$ cat config.mk
export PLATFORM = sky130hd
export DESIGN_NAME = mba_nch
export DESIGN_NICKNAME = d
export VERILOG_FILES = /design/src/rtl/mba_pkg.sv /design/src/rtl/mba_pick.sv /design/src/rtl/mba_nch.sv
export SDC_FILE = /design/constraint.sdc
export NUM_CORES = 1
export LEC_CHECK = 0
export CAP_MARGIN = 30
export CORE_MARGIN = 2
export CORE_UTILIZATION = 35
export CTS_CLUSTER_DIAMETER = 200
export DETAILED_ROUTE_END_ITERATION = 7
export PLACE_DENSITY = 0.54
export SYNTH_ARGS = -nofsm -noshare
export SYNTH_HDL_FRONTEND = slang
export SYNTH_HIERARCHICAL = 1
export SYNTH_SLANG_ARGS = --single-unit
$ cat constraint.sdc
create_clock -name clk_166M66 -period 3.95 [get_ports clk_166M66]
set_input_delay 0.5925 -clock clk_166M66 [delete_from_list [all_inputs] [get_ports clk_166M66]]
set_output_delay 0.5925 -clock clk_166M66 [all_outputs]
set_load 0.02 [all_outputs]
$ cat src/rtl/mba_pkg.sv
// mba_pkg: shared types and helpers for the
// N-channel memory bus arbiter.
package mba_pkg;

  typedef enum logic [1:0] {
    IDLE  = 2'd0,
    GRANT = 2'd1,
    TURN  = 2'd2
  } mba_state_e;

  localparam logic MBA_FIXED = 1'b0;
  localparam logic MBA_RR    = 1'b1;

  // ceil(log2(v)), never below one bit
  function automatic int mba_clog2(input int v);
    int r;
    r = 0;
    for (int i = 0; i < 31; i++) begin
      if ((1 << r) < v) r = r + 1;
    end
    return (r < 1) ? 1 : r;
  endfunction

endpackage

$ cat src/rtl/mba_pick.sv
// mba_pick: combinational channel picker,
// fixed priority or round-robin from ptr+1.
module mba_pick
  import mba_pkg::*;
#(
  parameter  int N_REQ = 4,
  localparam int IDW   = mba_clog2(N_REQ)
) (
  input  logic [N_REQ-1:0] pending,
  input  logic             mode,
  input  logic [IDW-1:0]   ptr,
  input  logic [N_REQ-1:0] excl,
  output logic             valid,
  output logic [IDW-1:0]   idx
);

  logic [N_REQ-1:0] cand;

  assign cand  = pending & ~excl;
  assign valid = |cand;

  // later loop iterations overwrite, so the first hit
  // in search order is scanned last
  always_comb begin
    int j;
    j   = 0;
    idx = '0;
    if (mode == MBA_FIXED) begin
      for (int i = N_REQ - 1; i >= 0; i--) begin
        if (cand[i]) idx = IDW'(i);
      end
    end else begin
      for (int k = N_REQ - 1; k >= 0; k--) begin
        j = (int'(ptr) + 1 + k) % N_REQ;
        if (cand[j]) idx = IDW'(j);
      end
    end
  end

endmodule

$ cat src/rtl/mba_nch.sv
// mba_nch: N-channel memory bus arbiter with request
// recording, fixed/RR picking, turnaround and hold limit.
module mba_nch
  import mba_pkg::*;
#(
  parameter  int N_REQ    = 4,
  parameter  int RR_MODE  = 0,
  parameter  int TURN_MAX = 3,
  parameter  int MAX_HOLD = 16,
  localparam int IDW      = mba_clog2(N_REQ)
) (
  input  logic             clk_166M66,
  input  logic             mcu_sys_rst_n,
  input  logic [N_REQ-1:0] i_req,
  input  logic [N_REQ-1:0] i_rw,
  input  logic             i_status_bus_transmitting,
  output logic [N_REQ-1:0] o_allow,
  output logic [IDW-1:0]   o_grant_id,
  output logic             o_data_bus_rw,
  output logic             o_data_bus_enable
);

  localparam int TW = mba_clog2(TURN_MAX + 1);
  localparam int HW = mba_clog2(MAX_HOLD + 1);

  localparam logic MODE =
    (RR_MODE != 0) ? MBA_RR : MBA_FIXED;
  localparam logic [N_REQ-1:0] ONE = N_REQ'(1);
  localparam logic [TW-1:0] TURN_LAST = TW'(TURN_MAX - 1);
  localparam logic [HW-1:0] HOLD_LIM = HW'(MAX_HOLD);
  localparam logic [IDW-1:0] PTR_RST = IDW'(N_REQ - 1);

  mba_state_e state, state_n;

  logic [N_REQ-1:0] pending, pend_n;
  logic [N_REQ-1:0] req_q;
  logic [IDW-1:0]   last_owner, last_n;
  logic [IDW-1:0]   gid_n;
  logic [HW-1:0]    hold_cnt, hold_n;
  logic [TW-1:0]    turn_cnt, turn_n;
  logic             hexcl, hexcl_n;
  logic [N_REQ-1:0] allow_n;
  logic             rw_n;
  logic             en_n;

  logic [N_REQ-1:0] own_oh;
  logic [N_REQ-1:0] excl;
  logic             others;
  logic             lower;
  logic             rel;
  logic             dirchg;
  logic             preempt;
  logic             hold_hit;
  logic             pick_v;
  logic [IDW-1:0]   pick_idx;

  always_comb begin
    own_oh = ONE << o_grant_id;
    others = |(pending & ~own_oh);
    lower  = |(pending & (own_oh - ONE));
    // a hold-limited owner sits out one pick if others wait
    excl   = (state == TURN && hexcl && others)
             ? own_oh : '0;
  end

  mba_pick #(
    .N_REQ (N_REQ)
  ) u_pick (
    .pending (pending),
    .mode    (MODE),
    .ptr     (last_owner),
    .excl    (excl),
    .valid   (pick_v),
    .idx     (pick_idx)
  );

  always_comb begin
    rel      = !i_req[o_grant_id];
    dirchg   = i_rw[o_grant_id] != o_data_bus_rw;
    preempt  = (MODE == MBA_FIXED) && lower;
    hold_hit = (MAX_HOLD != 0) && (hold_cnt == HOLD_LIM);
  end

  always_comb begin
    state_n = state;
    pend_n  = pending | (i_req & req_q);
    gid_n   = o_grant_id;
    last_n  = last_owner;
    rw_n    = o_data_bus_rw;
    allow_n = o_allow;
    en_n    = o_data_bus_enable;
    hold_n  = hold_cnt;
    turn_n  = turn_cnt;
    hexcl_n = hexcl;
    unique case (state)
      IDLE: begin
        allow_n = '0;
        en_n    = 1'b0;
        if (pick_v) begin
          state_n = GRANT;
          gid_n   = pick_idx;
          last_n  = pick_idx;
          rw_n    = i_rw[pick_idx];
          allow_n = ONE << pick_idx;
          en_n    = 1'b1;
          hold_n  = '0;
        end
      end
      GRANT: begin
        if (rel) pend_n[o_grant_id] = 1'b0;
        if (rel || dirchg || preempt || hold_hit) begin
          state_n = TURN;
          allow_n = '0;
          en_n    = 1'b0;
          turn_n  = '0;
          hold_n  = '0;
          hexcl_n = hold_hit;
        end else begin
          hold_n = others ? hold_cnt + HW'(1) : '0;
        end
      end
      TURN: begin
        allow_n = '0;
        en_n    = 1'b0;
        if (!i_status_bus_transmitting ||
            turn_cnt == TURN_LAST) begin
          turn_n  = '0;
          hexcl_n = 1'b0;
          if (pick_v) begin
            state_n = GRANT;
            gid_n   = pick_idx;
            last_n  = pick_idx;
            rw_n    = i_rw[pick_idx];
            allow_n = ONE << pick_idx;
            en_n    = 1'b1;
            hold_n  = '0;
          end else begin
            state_n = IDLE;
          end
        end else begin
          turn_n = turn_cnt + TW'(1);
        end
      end
      default: begin
        state_n = IDLE;
        gid_n   = '0;
        last_n  = PTR_RST;
        rw_n    = 1'b0;
        allow_n = '0;
        en_n    = 1'b0;
        hold_n  = '0;
        turn_n  = '0;
        hexcl_n = 1'b0;
      end
    endcase
  end

  always_ff @(posedge clk_166M66 or negedge mcu_sys_rst_n) begin
    if (!mcu_sys_rst_n) begin
      state             <= IDLE;
      pending           <= '0;
      req_q             <= '0;
      last_owner        <= PTR_RST;
      hold_cnt          <= '0;
      turn_cnt          <= '0;
      hexcl             <= 1'b0;
      o_allow           <= '0;
      o_grant_id        <= '0;
      o_data_bus_rw     <= 1'b0;
      o_data_bus_enable <= 1'b0;
    end else begin
      state             <= state_n;
      pending           <= pend_n;
      req_q             <= i_req;
      last_owner        <= last_n;
      hold_cnt          <= hold_n;
      turn_cnt          <= turn_n;
      hexcl             <= hexcl_n;
      o_allow           <= allow_n;
      o_grant_id        <= gid_n;
      o_data_bus_rw     <= rw_n;
      o_data_bus_enable <= en_n;
    end
  end

endmodule

**Yosys cells after proc, flatten, opt, wreduce, memory -nomap -nowiden**

Cells that the tools add are included.

- Flip-flop bits (word level): 26
- Output and inout bits: 8
- Word-level logic and storage cells: 99

- Add/subtract/negate cells: 3
- $lt $le $gt $ge: 3
- Eq/ne operators: 8
- Shift-type cells: 2
- Mux-type cells: 45
- Bitwise logic cells: 11
- Reductions and logical operators: 17

Operator list:

| kind | number |
|---|---|
| $mux W4 | 6 |
| $mux W2 | 11 |
| $and A4 B4 Y4 | 5 |
| $mux W5 | 4 |
| $pmux W2 S3 | 3 |
| $pmux W5 S3 | 1 |
| $mux W1 | 12 |
| $not A4 Y4 | 3 |
| $pmux W4 S3 | 1 |
| $reduce_or A4 Y1 | 3 |
| $pmux W1 S3 | 3 |
| $shl A1 B2 Y4 const A | 2 |
| $bmux W1 S2 | 3 |
| $lt A2 B3 Y1 const B | 2 |
| $reduce_and A3 Y1 | 2 |
| $add A5 B1 Y5 const B | 1 |
| $eq A5 B5 Y1 const B | 1 |
| $eq A2 B2 Y1 const B | 2 |
| $logic_or A1 B1 Y1 | 4 |
| $ne A2 B2 Y1 const B | 2 |
| $or A4 B4 Y4 | 1 |
| $reduce_and A2 Y1 | 2 |
| $sub A4 B1 Y4 const B | 1 |
| $logic_and A1 B1 Y1 | 3 |
| 9 further kinds | 11 |

**Logic depth before layout (Yosys ltp)**

Gate-level depths: netlist (run 1).

- Depth in word-level cells: 17
- Depth in mapped cells: 13
- Depth with buffers taken out: 12

**Hierarchy**

Netlist (run 1), hierarchy kept.

Modules (own cells, without submodules):

| module | instances | cells an instance | area each (µm²) | seq. area each (µm²) |
|---|---|---|---|---|
| mba_nch | 1 | 131 | 1415.1 | 703.2 |
| mba_pick | 1 | 21 | 151.4 | 0.0 |

**Worst setup path before layout (run 1)**

OpenSTA, ideal clock, no wires.

- Kind: register to register
- From: register o_grant_id[0]
- To: register o_data_bus_rw
- Setup time: 121 ps
- Arrival time: 3096 ps
- Data required time: 3829 ps
- Path slack: 733 ps
- Stages on the path, launching flop included: 13
- Path buffers: 1
- Period minus slack after synthesis: 3217 ps
- Cell sequence: dfrtp_1 > buf_6 > or4b_1 > o22ai_1 > a21o_4 > or3_1 > nor2_1 > nand2b_1 > nand2_1 > o211ai_1 > a221oi_2 > mux4_2 > a22o_1

RTL lines:

| item | line | text |
|---|---|---|
| start: declaration | mba_nch.sv:18 | `output logic [IDW-1:0] o_grant_id,` |
| start signal: assignment | mba_nch.sv:180 | `o_grant_id <= gid_n;` |
| $shl A1 B2 Y4 (*) | mba_nch.sv:58 | `own_oh = ONE << o_grant_id;` |
| $not A4 Y4 | mba_nch.sv:59 | `others = \|(pending & ~own_oh);` |
| $and A4 B4 Y4 | mba_nch.sv:59 |  |
| $reduce_or A4 Y1 | mba_nch.sv:59 |  |
| $logic_and A1 B1 Y1 | mba_nch.sv:62 | `excl = (state == TURN && hexcl && others)` |
| $mux W4 (*) | mba_nch.sv:63 | `? own_oh : '0;` |
| named net excl[1] | mba_nch.sv:47 | `logic [N_REQ-1:0] excl;` |
| $not A4 Y4 (*) | mba_pick.sv:19 | `assign cand = pending & ~excl;` |
| $and A4 B4 Y4 (*) | mba_pick.sv:19 |  |
| $mux W2 (*) (2 in a row) | mba_pick.sv:30 | `if (cand[i]) idx = IDW'(i);` |
| named net pick_idx[0] | mba_nch.sv:55 | `logic [IDW-1:0] pick_idx;` |
| $bmux W1 S2 (*) | mba_nch.sv:103, mba_nch.sv:133 |  |
| $mux W1 (implied by the code) (*) | mba_nch.sv:103, mba_nch.sv:133 |  |
| $mux W1 (*) | mba_nch.sv:99, mba_nch.sv:129 |  |
| $mux W1 | mba_nch.sv:125 | `if (!i_status_bus_transmitting \|\|` |
| $pmux W1 S3 (*) | mba_nch.sv:95 | `unique case (state)` |
| end signal: assignment | mba_nch.sv:181 | `o_data_bus_rw <= rw_n;` |
| end: declaration | mba_nch.sv:19 | `output logic o_data_bus_rw,` |

Mark *: on every way through the listed nets, which the timed path passes. The rest lies on a longest branch. The select of a mux whose other input is x is not followed.
A chain may end at the register's enable or synchronous reset.

**Worst setup path in the final report (run 1)**

Same ends and word-level chain as after synthesis.

==> results.txt, run 1 <==
RR Startpoint: o_grant_id[0]$_DFFE_PN0P_
Final antenna-violating net count: 0
Area of the multi-input gates: 845 um2
Asr flop ratio synth: 100%
Final WS setup: 0.591 ns
Longest Clk Path Bufs: 2
Final hold slack: 0.479 ns
Slowest cell on the critical path: or4b_1
Seq cells post-synth: 28
Nets: 192
Vias in the first global route: 1,234
Internal: 0.699 mW
Core area: 0.00432 mm2
Hold buffers post-CTS: 0
Gr ovfl total: 0
Dpl cell area: 0.00182 mm2
Slew Viols, Final: 0
Compound-Gate Fraction of Synth Area: 22.0%
Setup bufs post-CTS: 0
Crit Path Max Fanout: 11
Ant diodes: 0
Simple logic cell fraction of the synthesized area: 23.3%
RePlAce Congestion: 0.827
Critical Path Source Type: flop
Fin. Hold Viols: 0
Post-CTS sizing: 0
Setup TNS: 0 ns
Top_reg_cell synth: dfrtp_1
Post-synthesis xor/xnor area fraction: 1.04%
CP required: 4.12 ns
Clock Skew: 0.00172 ns
Arr. time, crit path: 3.53 ns
Vias: 1,233
Finish-stage setup viols: 0
Largest stage delay, worst path: 0.55 ns
CP startpoint: o_grant_id[0]$_DFFE_PN0P_
Final instance area: 0.00188 mm2
Sw Share: 40.6%
Share of cells above drive strength 1: 14.1%
Mux cell area share after synthesis: 4.15%
Clk slew on worst S/H paths: 0.09 ns
Final wirelength: 3.56 mm
Iteration-0 DRC Markers: 97
DIE AREA: 0.00503 mm2
Main combinational cell family by area after synthesis: simple AND/OR/NAND/NOR gates
Post-Syn Area: 0.00157 mm2
DR pass1 iterations: 4
CTS Root Cell: clkbuf_8
Routed WL per cell: 15.6 um
Kind of critical path: flop to flop
Final period util: 85.1%
Initial core utilization: 36.2%
Maximum vdd drop: 222 uV
Post-synthesis sequential area ratio: 44.9%
Post-Synth Adder-Cell Area: 2.40%
First-pass GRT wire length: 5.97 mm
CP Capture Type: flop
Layout area overhead: 19.9%
FF/Latch Area: 703 um2
Antenna violations before repair: 0
Vias per cell: 5.38
Logic pwr share: 44.7%
Min-Delay Path Class: flop to flop
Synthesis warning total: 6
Critical Path, Cell by Cell: or4b_1 -> o22ai_1 -> a21o_4 -> or3_1 -> nor2_1 -> nand2b_1 -> nand2_1 -> o211ai_1 -> a221oi_2 -> mux4_2 -> a22o_1
Status: finished, final reports clean
RSZ-0062 raised after global routing: false
H-tree Lvls: 1
Worst-Skew Late Latency: 0.27 ns
Die Y: 70.9 um
Unique masters post-synth: 49
CTS sink cnt: 28
GRT Total Usage: 15.0%
Hpwl dp: 2.64 mm
Switching power: 0.478 mW
CTS tree: yes
Row cnt: 24
Largest net degree at the start of global routing: 29
Cells after synthesis: 152
Tmin final: 3.36 ns
Num CTS Buffers: 3
R2R cell count: 11
Max cap viols: 0
Seq pwr share: 40.2%
Crit Reg-Reg Endpoint: o_data_bus_rw$_DFFE_PN0P_
Post-Place Setup Slack: 0.608 ns
Avg Inst Size Synth: 10.3 um2
FMAX: 298 MHz
Leak pwr: 0.759 nW
R2r setup slk: 0.59 ns
Clock power frac: 15.1%
PD cells: 626 mW/mm2
IO Pins: 19
Fillers: 432
Port Buffers: 18
Post-synth EDFFs: 0
DIE WIDTH: 70.9 um
Drt drc: 0
Critical Path End: o_data_bus_rw$_DFFE_PN0P_
## synth_stat cells (all sizes together), types with 3 or more instances
library cell   n  area (um2)
o21ai         13        65.1
dfrtp         26         651
ha             3        37.5
nand3b         3        22.5
nor2          13        51.3
nand3          3        15.0
a21oi          7        35.0
inv            4        15.0
a22o           5        43.8
nand2b         7        51.3
nand2         20        75.1
nor3           6        30.0
o31ai          3        36.3
## per-stage QoR
stage               total power, mW  cells  util, %
finish                         1.18    229     43.4
global route                   1.26    229     43.4
floorplan                     0.828    155        -
global placement              0.992    225     42.2
CTS                            1.19    229     43.4
detailed placement             1.00    225     42.2
## worst max-delay path: cells and delay by family, from the launching register on
family	cells	cell delay, ns
AO/OA/AOI/OAI	5	1.10
flip-flops	1	0.50
AND/OR/NAND/NOR	5	1.09
multiplexers	1	0.55
## logic make-up (layout without fill, tap and decap cells)
kind of cell / count (synthesis) / in the layout
AND/OR/NAND/NOR: 66 / 66
AO/OA/AOI/OAI: 43 / 43
flip-flops: 28 / 28
buffers and inverters: 6 / 28
multiplexers: 4 / 4
adder cells (fa/ha/maj): 3 / 3
other: 1 / 4
XOR/XNOR: 1 / 1
## registers in the layout, summed over array words and instances, names as in the netlist
name	count
state	2
hexcl	1
hold_cnt	5
last_owner	2
pending	4
o_grant_id	2
o_data_bus_rw	1
o_data_bus_enable	1
turn_cnt	2
o_allow	4
req_q	4
## layout by cell type (no fill, tap or decap), types with 4 or more instances in the layout
master / synthesis / routed
a22o_1: 5 / 5
clkdlybuf4s50_1: 0 / 18
a21oi_1: 7 / 7
nor2_1: 12 / 12
inv_1: 4 / 4
nand2_1: 20 / 20
nor3_1: 6 / 6
clkbuf_8: 0 / 4
dfrtp_1: 26 / 26
conb_1: 1 / 4
o21ai_0: 12 / 12
nand2b_1: 6 / 6
## how the worst min path moves through the flow
stage                             startpoint              endpoint  slack (ns)  cells past startpoint
after floorplan                mcu_sys_rst_n     hexcl$_DFFE_PN0P_        0.30                      0
after global placement    req_q[3]$_DFF_PN0_  pending[3]$_DFF_PN0_        0.46                      2
after detailed placement  req_q[3]$_DFF_PN0_  pending[3]$_DFF_PN0_        0.47                      2
after global routing      req_q[0]$_DFF_PN0_  pending[0]$_DFF_PN0_        0.52                      2
final                     req_q[3]$_DFF_PN0_  pending[3]$_DFF_PN0_        0.48                      2
after CTS                 req_q[3]$_DFF_PN0_  pending[3]$_DFF_PN0_        0.48                      2
## routing by layer
metal	routed length (um)	GRT usage (%)	share of wire (%)	vias up
met3	176	4.13	4.9	4
met1	1570	19.4	44	602
met5	0	0	0	-
li1	-	-	-	597
met4	49	3.77	1.4	0
met2	1760	25.0	49	30
## cell type report
type	count	share of cell area [%]
clock buffer	4	2.93
tap	52	3.46
sequential	28	37.4
inverter	4	0.799
multi-input combinational	121	45.0
timing repair buffer	20	10.4
## power by group through the flow
stage | combinational (mW) | clock [mW] | sequential (mW)
floorplan | 0.354 | 0 | 0.474
global placement | 0.519 | 0 | 0.473
detailed placement | 0.526 | 0 | 0.478
CTS | 0.528 | 0.185 | 0.472
global route | 0.576 | 0.199 | 0.488
finish | 0.526 | 0.178 | 0.472
(Power assumes the default switching activity.)
==> run 2, diff against run 1 <==
Settings changed: RECOVER_POWER from default to 50.
==> run 2 against run 1 <==
Effect of this change: the run now ends with max-capacitance violations, max-slew violations left; register-to-register slack barely moved; combinational power barely moved; critical path type unchanged; sequential share of layout area rose by 0.075 points; setup slack did not move; highest routed layer unchanged; global-route usage did not move; cell area fell by 0.20%.
==> results.txt, run 2 (synthesis results as in run 1) <==
Worst-Skew Late Latency: 0.27 ns (about the same)
DIE WIDTH: 70.9 um (unchanged)
Die Y: 70.9 um (unchanged)
Vias: 1,232 (was 1,233)
Layout area overhead: 19.6% (was 19.9%)
Row cnt: 24 (unchanged)
Min-Delay Path Class: flop to flop (unchanged)
PD cells: 627 mW/mm2 (was 626 mW/mm2)
RR Startpoint: o_grant_id[0]$_DFFE_PN0P_ (unchanged)
Final hold slack: 0.479 ns (unchanged)
CP required: 4.12 ns (about the same)
FMAX: 298 MHz (unchanged)
Hpwl dp: 2.64 mm (unchanged)
Arr. time, crit path: 3.53 ns (about the same)
Post-CTS sizing: 0 (unchanged)
Initial core utilization: 36.2% (unchanged)
DIE AREA: 0.00503 mm2 (unchanged)
Tmin final: 3.36 ns (unchanged)
Slew @ Worst Pin: 1.53 ns
Hold buffers post-CTS: 0 (unchanged)
Leak pwr: 0.757 nW (was 0.759 nW)
Hold EP: pending[3]$_DFF_PN0_ (unchanged)
Antenna violations before repair: 0 (unchanged)
Max cap viols: 1 (was 0)
DR pass1 iterations: 4 (unchanged)
GRT Total Usage: 15.0% (unchanged)
Slew Limit Headroom: -1.82%
CTS sink cnt: 28 (unchanged)
Finish-stage setup viols: 0 (unchanged)
Num CTS Buffers: 3 (unchanged)
Hold Path Origin: req_q[3]$_DFF_PN0_ (unchanged)
WHS Path Cells: 2 (unchanged)
Ant diodes: 0 (unchanged)
Drt drc: 0 (unchanged)
Vias per cell: 5.38 (about the same)
Final wirelength: 3.56 mm (unchanged)
Core area: 0.00432 mm2 (unchanged)
Setup bufs post-CTS: 0 (unchanged)
Kind of critical path: flop to flop (unchanged)
Crit Reg-Reg Endpoint: o_data_bus_rw$_DFFE_PN0P_ (unchanged)
Commonest non-fill, non-tap cells in the layout: dfrtp_1 (26), nand2_1 (20), clkdlybuf4s50_1 (13) (was dfrtp_1 (26), nand2_1 (20), clkdlybuf4s50_1 (18))
Longest Clk Path Bufs: 2 (unchanged)
Critical Path Source Type: flop (unchanged)
Gr ovfl total: 0 (unchanged)
RSZ-0062 raised after global routing: false (unchanged)
Biggest register: hold_cnt (unchanged)
R2R cell count: 11 (unchanged)
Iteration-0 DRC Markers: 97 (unchanged)
Final period util: 85.1% (unchanged)
Maximum vdd drop: 222 uV (about the same)
Routed WL per cell: 15.6 um (unchanged)
R2r setup slk: 0.59 ns (about the same)
Most common cell after layout, fill and taps aside: dfrtp_1 (unchanged)
Final antenna-violating net count: 0 (unchanged)
CTS Root Cell: clkbuf_8 (unchanged)
CTS tree: yes (unchanged)
Violated checks: max-capacitance violations, max-slew violations
Vias in the first global route: 1,234 (unchanged)
Clk slew on worst S/H paths: 0.09 ns (about the same)
Nets: 192 (unchanged)
Status: finished with violations (was finished, final reports clean)
CP Capture Type: flop (unchanged)
Slew Viols, Final: 29 (was 0)
First-pass GRT wire length: 5.97 mm (unchanged)
Crit Path Max Fanout: 11 (unchanged)
IO Pins: 19 (unchanged)
Share of cells above drive strength 1: 13.6% (was 14.1%)
Setup TNS: 0 ns (unchanged)
Largest net degree at the start of global routing: 29 (unchanged)
Fin. Hold Viols: 0 (unchanged)
Clock Skew: 0.00174 ns (was 0.00172 ns)
Port Buffers: 18 (unchanged)
Number of flip-flops in the largest register: 5 (unchanged)
H-tree Lvls: 1 (unchanged)
RePlAce Congestion: 0.827 (unchanged)
## run 2: final cells by class
| type | count | area, um2 |
|---|---|---|
| inverters | 4 | 15.0 |
| repair buffers | 20 | 191 |
| flip-flops and latches | 28 | 703 |
| fillers | 434 | 2450 |
| multi-input cells | 121 | 845 |
| clock buffers | 4 | 55.1 |
| well taps | 52 | 65.1 |
## run 2: worst max-delay path by stage
stage          slack (ns)                   endpoint  cells past startpoint                      start
2_1_floorplan        0.73  o_data_bus_rw$_DFFE_PN0P_                     12  o_grant_id[0]$_DFFE_PN0P_
3_3_place_gp         0.70  o_data_bus_rw$_DFFE_PN0P_                     11  o_grant_id[0]$_DFFE_PN0P_
3_5_place_dp         0.61  o_data_bus_rw$_DFFE_PN0P_                     11  o_grant_id[0]$_DFFE_PN0P_
4_1_cts              0.59  o_data_bus_rw$_DFFE_PN0P_                     11  o_grant_id[0]$_DFFE_PN0P_
5_1_grt              0.37  o_data_bus_rw$_DFFE_PN0P_                     11  o_grant_id[0]$_DFFE_PN0P_
6_report             0.59  o_data_bus_rw$_DFFE_PN0P_                     11  o_grant_id[0]$_DFFE_PN0P_
## run 2: power by group
| group | switching, mW | internal (mW) |
|---|---|---|
| Clock | 0.0886 | 0.0893 |
| Sequential | 0.103 | 0.370 |
| Combinational | 0.286 | 0.238 |
## run 2: routing by layer
layer  global-route usage (%)  up-vias  wire length (um)
met5                        0        -                 0
met4                     3.77        0                49
met3                     4.13        4               176
met2                     25.0       30              1770
met1                     19.4      602              1560
li1                         -      596                 -
## run 2: worst max-delay path, stage by stage, from the launching register on
cell and delay [ns]:
dfrtp_1 0.50, or4b_1 0.55, o22ai_1 0.17, a21o_4 0.16, or3_1 0.16, nor2_1 0.05, nand2b_1 0.22, nand2_1 0.11
o211ai_1 0.09, a221oi_2 0.44, mux4_2 0.55, a22o_1 0.24
## run 2: through the flow
step	util [%]	setup WS, ns	std cells	area (um2)	total power, mW
2_1_floorplan	-	0.733	155	1580	0.828
3_3_place_gp	42.2	0.699	225	1820	0.992
3_5_place_dp	42.2	0.608	225	1820	1.00
4_1_cts	43.4	0.594	229	1880	1.19
5_1_grt	43.3	0.372	229	1870	1.26
6_report	43.3	0.591	229	1870	1.17
==> run 3, diff against run 2 <==
Settings changed: ABC_AREA from default to 1, PLACE_DENSITY 0.54 to 0.55, SYNTH_HIERARCHICAL 1 to default.
==> run 3 against run 2 <==
Effect of this change: largest power group unchanged; non-clock buffer count is 1 lower; cell area shrank 5.7%; via count up 0.73%; die area fell by 4.5%; setup slack gained 1.1 ns; count of clock-buffer cells in the layout down 1; sequential power is 17% lower; core utilization up 0.20 points; the run now ends clean; final cell count is 15% higher; first-iteration DRC count decreased by 11%; critical path type unchanged.
==> results.txt, run 3 <==
Iteration-0 DRC Markers: 86 (was 97)
R2R cell count: 8 (was 11)
Slowest cell on the critical path: nor2_1 (was or4b_1)
Avg Inst Size Synth: 7.73 um2 (was 10.3 um2)
Cell repeated most along the worst path: nor3_1
Hpwl dp: 2.57 mm (was 2.64 mm)
Synthesis warning total: 0 (was 6)
Kind of critical path: flop to flop (unchanged)
Post-Syn Area: 0.00149 mm2 (was 0.00157 mm2)
Dpl cell area: 0.00173 mm2 (was 0.00182 mm2)
Share of cells above drive strength 1: 13.1% (was 13.6%)
Post-Place Setup Slack: 1.48 ns (was 0.608 ns)
Row cnt: 23 (was 24)
Final Util: 43.5% (was 43.3%)
Final antenna-violating net count: 0 (unchanged)
Max cap viols: 0 (was 1)
Drt drc: 0 (unchanged)
Yosys top cell by area: dfrtp_1 (unchanged)
Leak pwr: 0.901 nW (was 0.757 nW)
Seq cells post-synth: 26 (was 28)
Asr flop ratio synth: 100% (unchanged)
Final WS setup: 1.72 ns (was 0.591 ns)
Layout Cells excl Fill: 263 (was 229)
Most numerous cell in the Yosys netlist: nand2_1 (was dfrtp_1)
Setup TNS: 0 ns (unchanged)
Slew Viols, Final: 0 (was 29)
WHS Path Cells: 2 (unchanged)
CP required: 4.15 ns (was 4.12 ns)
CTS tree: yes (unchanged)
Nets: 229 (was 192)
Main area contributors after synthesis: dfrtp_1 (44%), nand2_1 (14%), inv_1 (5.8%), nand3_1 (4.7%), nand2_2 (3.8%) (was dfrtp_1 (42%), nand2_1 (4.8%), o21ai_0 (3.8%), dfstp_2 (3.4%), mux4_2 (2.9%))
Final instance area: 0.00177 mm2 (was 0.00187 mm2)
Clk slew on worst S/H paths: 0.09 ns (about the same)
Hold buffers post-CTS: 0 (unchanged)
Fin. Hold Viols: 0 (unchanged)
Final wirelength: 3.29 mm (was 3.56 mm)
Min-Delay Path Class: flop to flop (unchanged)
Tmin final: 2.23 ns (was 3.36 ns)
First-pass GRT wire length: 6.03 mm (was 5.97 mm)
Slew @ Worst Pin: 1.41 ns (was 1.53 ns)
Cells after synthesis: 193 (was 152)
Largest stage delay, worst path: 0.55 ns (about the same)
DP Cell Count: 260 (was 225)
Commonest non-fill, non-tap cells in the layout: nand2_1 (55), dfrtp_1 (26), inv_1 (23) (was dfrtp_1 (26), nand2_1 (20), clkdlybuf4s50_1 (13))
Die Y: 69.3 um (was 70.9 um)
Finish-stage setup viols: 0 (unchanged)
Largest net degree at the start of global routing: 27 (was 29)
Slew Limit Headroom: 6.18% (was -1.82%)
Fillers: 428 (was 434)
Crit Path Max Fanout: 11 (unchanged)
DIE WIDTH: 69.3 um (was 70.9 um)
Setup bufs post-CTS: 0 (unchanged)
Vias per cell: 4.72 (was 5.38)
GRT Total Usage: 15.5% (was 15.0%)
Final hold slack: 0.487 ns (was 0.479 ns)
Longest Clk Path Bufs: 2 (unchanged)
Synthesized Nets: 207
FMAX: 448 MHz (was 298 MHz)
CTS sink cnt: 26 (was 28)
Most common cell after layout, fill and taps aside: nand2_1 (was dfrtp_1)
Port Buffers: 18 (unchanged)
Antenna violations before repair: 0 (unchanged)
Final period util: 56.5% (was 85.1%)
CP Capture Type: flop (unchanged)
Commonest cells post-synth: nand2_1 (55), dfrtp_1 (26), inv_1 (23) (was dfrtp_1 (26), nand2_1 (20), nor2_1 (12), o21ai_0 (12), a21oi_1 (7))
Maximum vdd drop: 222 uV (about the same)
Routed WL per cell: 12.5 um (was 15.6 um)
Biggest register: hold_cnt (unchanged)
Total Power: 0.991 mW (was 1.17 mW)
DIE AREA: 0.00480 mm2 (was 0.00503 mm2)
Ant diodes: 0 (unchanged)
Vias: 1,241 (was 1,232)
Post-synth top area share: 43.6% (was 41.5%)
RSZ-0062 raised after global routing: false (unchanged)
Num CTS Buffers: 3 (unchanged)
Top_reg_cell synth: dfrtp_1 (unchanged)
Initial core utilization: 36.8% (was 36.2%)
DR pass1 iterations: 4 (unchanged)
Clock Skew: 0.00577 ns (was 0.00174 ns)
Layout area overhead: 18.5% (was 19.6%)
Post-synth EDFFs: 0 (unchanged)
Critical Path Source Type: flop (unchanged)
Gr ovfl total: 0 (unchanged)
Number of flip-flops in the largest register: 5 (unchanged)
Core area: 0.00406 mm2 (was 0.00432 mm2)
R2r setup slk: 1.72 ns (was 0.59 ns)
PD cells: 561 mW/mm2 (was 627 mW/mm2)
Critical Path, Cell by Cell: inv_1 -> nor2_2 -> nand3_1 -> nor3_1 -> nand2_1 -> nor2_1 -> nor3_1 -> o21ai_0 (was or4b_1 -> o22ai_1 -> a21o_4 -> or3_1 -> nor2_1 -> nand2b_1 -> nand2_1 -> o211ai_1 -> a221oi_2 -> mux4_2 -> a22o_1)
Unique masters post-synth: 26 (was 49)
Post-CTS sizing: 0 (unchanged)
Vias in the first global route: 1,289 (was 1,234)
Post-synthesis sequential area ratio: 43.6% (was 44.9%)
H-tree Lvls: 1 (unchanged)
RePlAce Congestion: 0.806 (was 0.827)
Status: finished, final reports clean (was finished with violations)
Arr. time, crit path: 2.43 ns (was 3.53 ns)
IO Pins: 19 (unchanged)
Worst-Skew Late Latency: 0.27 ns (about the same)
CTS Root Cell: clkbuf_8 (unchanged)
==> run 3: kinds of logic after synthesis <==
logic type / share of synthesized area [%]
AOI/OAI and AO/OA: 11.1
xor gates and xnor gates: 1.76
adders and majority gates: 2.52
buffers and inverters: 8.64
DFF: 43.6
and+or+nand+nor: 32.4
==> run 3: layout make-up <==
type | instances | area (um2) | share of cell area, %
inverters | 31 | 116 | 6.59
repair buffers | 19 | 184 | 10.4
clock buffers | 3 | 41.3 | 2.34
flip-flops and latches | 26 | 651 | 36.8
well taps | 50 | 62.6 | 3.54
multi-input cells | 134 | 712 | 40.3
==> run 3: metal layers <==
layer	GRT usage, %	share of wire, %
met5	0	0
met2	24.1	46
met4	3.27	0.70
met1	21.8	50
met3	3.63	3.1
==> run 3: final timing paths <==
kind | start | to
max | state[0]$_DFFE_PN0P_ | hexcl$_DFFE_PN0P_
min reg2reg | o_allow[1]$_DFFE_PN0P_ | o_allow[1]$_DFFE_PN0P_
max reg2reg | state[0]$_DFFE_PN0P_ | hexcl$_DFFE_PN0P_
min in group asynchronous | mcu_sys_rst_n | hold_cnt[2]$_DFFE_PN0P_
min | o_allow[1]$_DFFE_PN0P_ | o_allow[1]$_DFFE_PN0P_
max in group asynchronous | mcu_sys_rst_n | o_data_bus_rw$_DFFE_PN0P_
==> run 3: power by group <==
| group | total [mW] | switching, mW | internal (mW) |
|---|---|---|---|
| Clock | 0.152 | 0.0831 | 0.0684 |
| Combinational | 0.449 | 0.289 | 0.160 |
| Sequential | 0.391 | 0.0653 | 0.326 |
| Total | 0.991 | 0.438 | 0.554 |
==> run 3: critical path: cells and delay by family, from the launching register on <==
| family | cells | cell delay (ns) |
|---|---|---|
| flops | 1 | 0.54 |
| buf+inv | 1 | 0.16 |
| compound gates | 1 | 0.16 |
| simple gates | 6 | 1.29 |
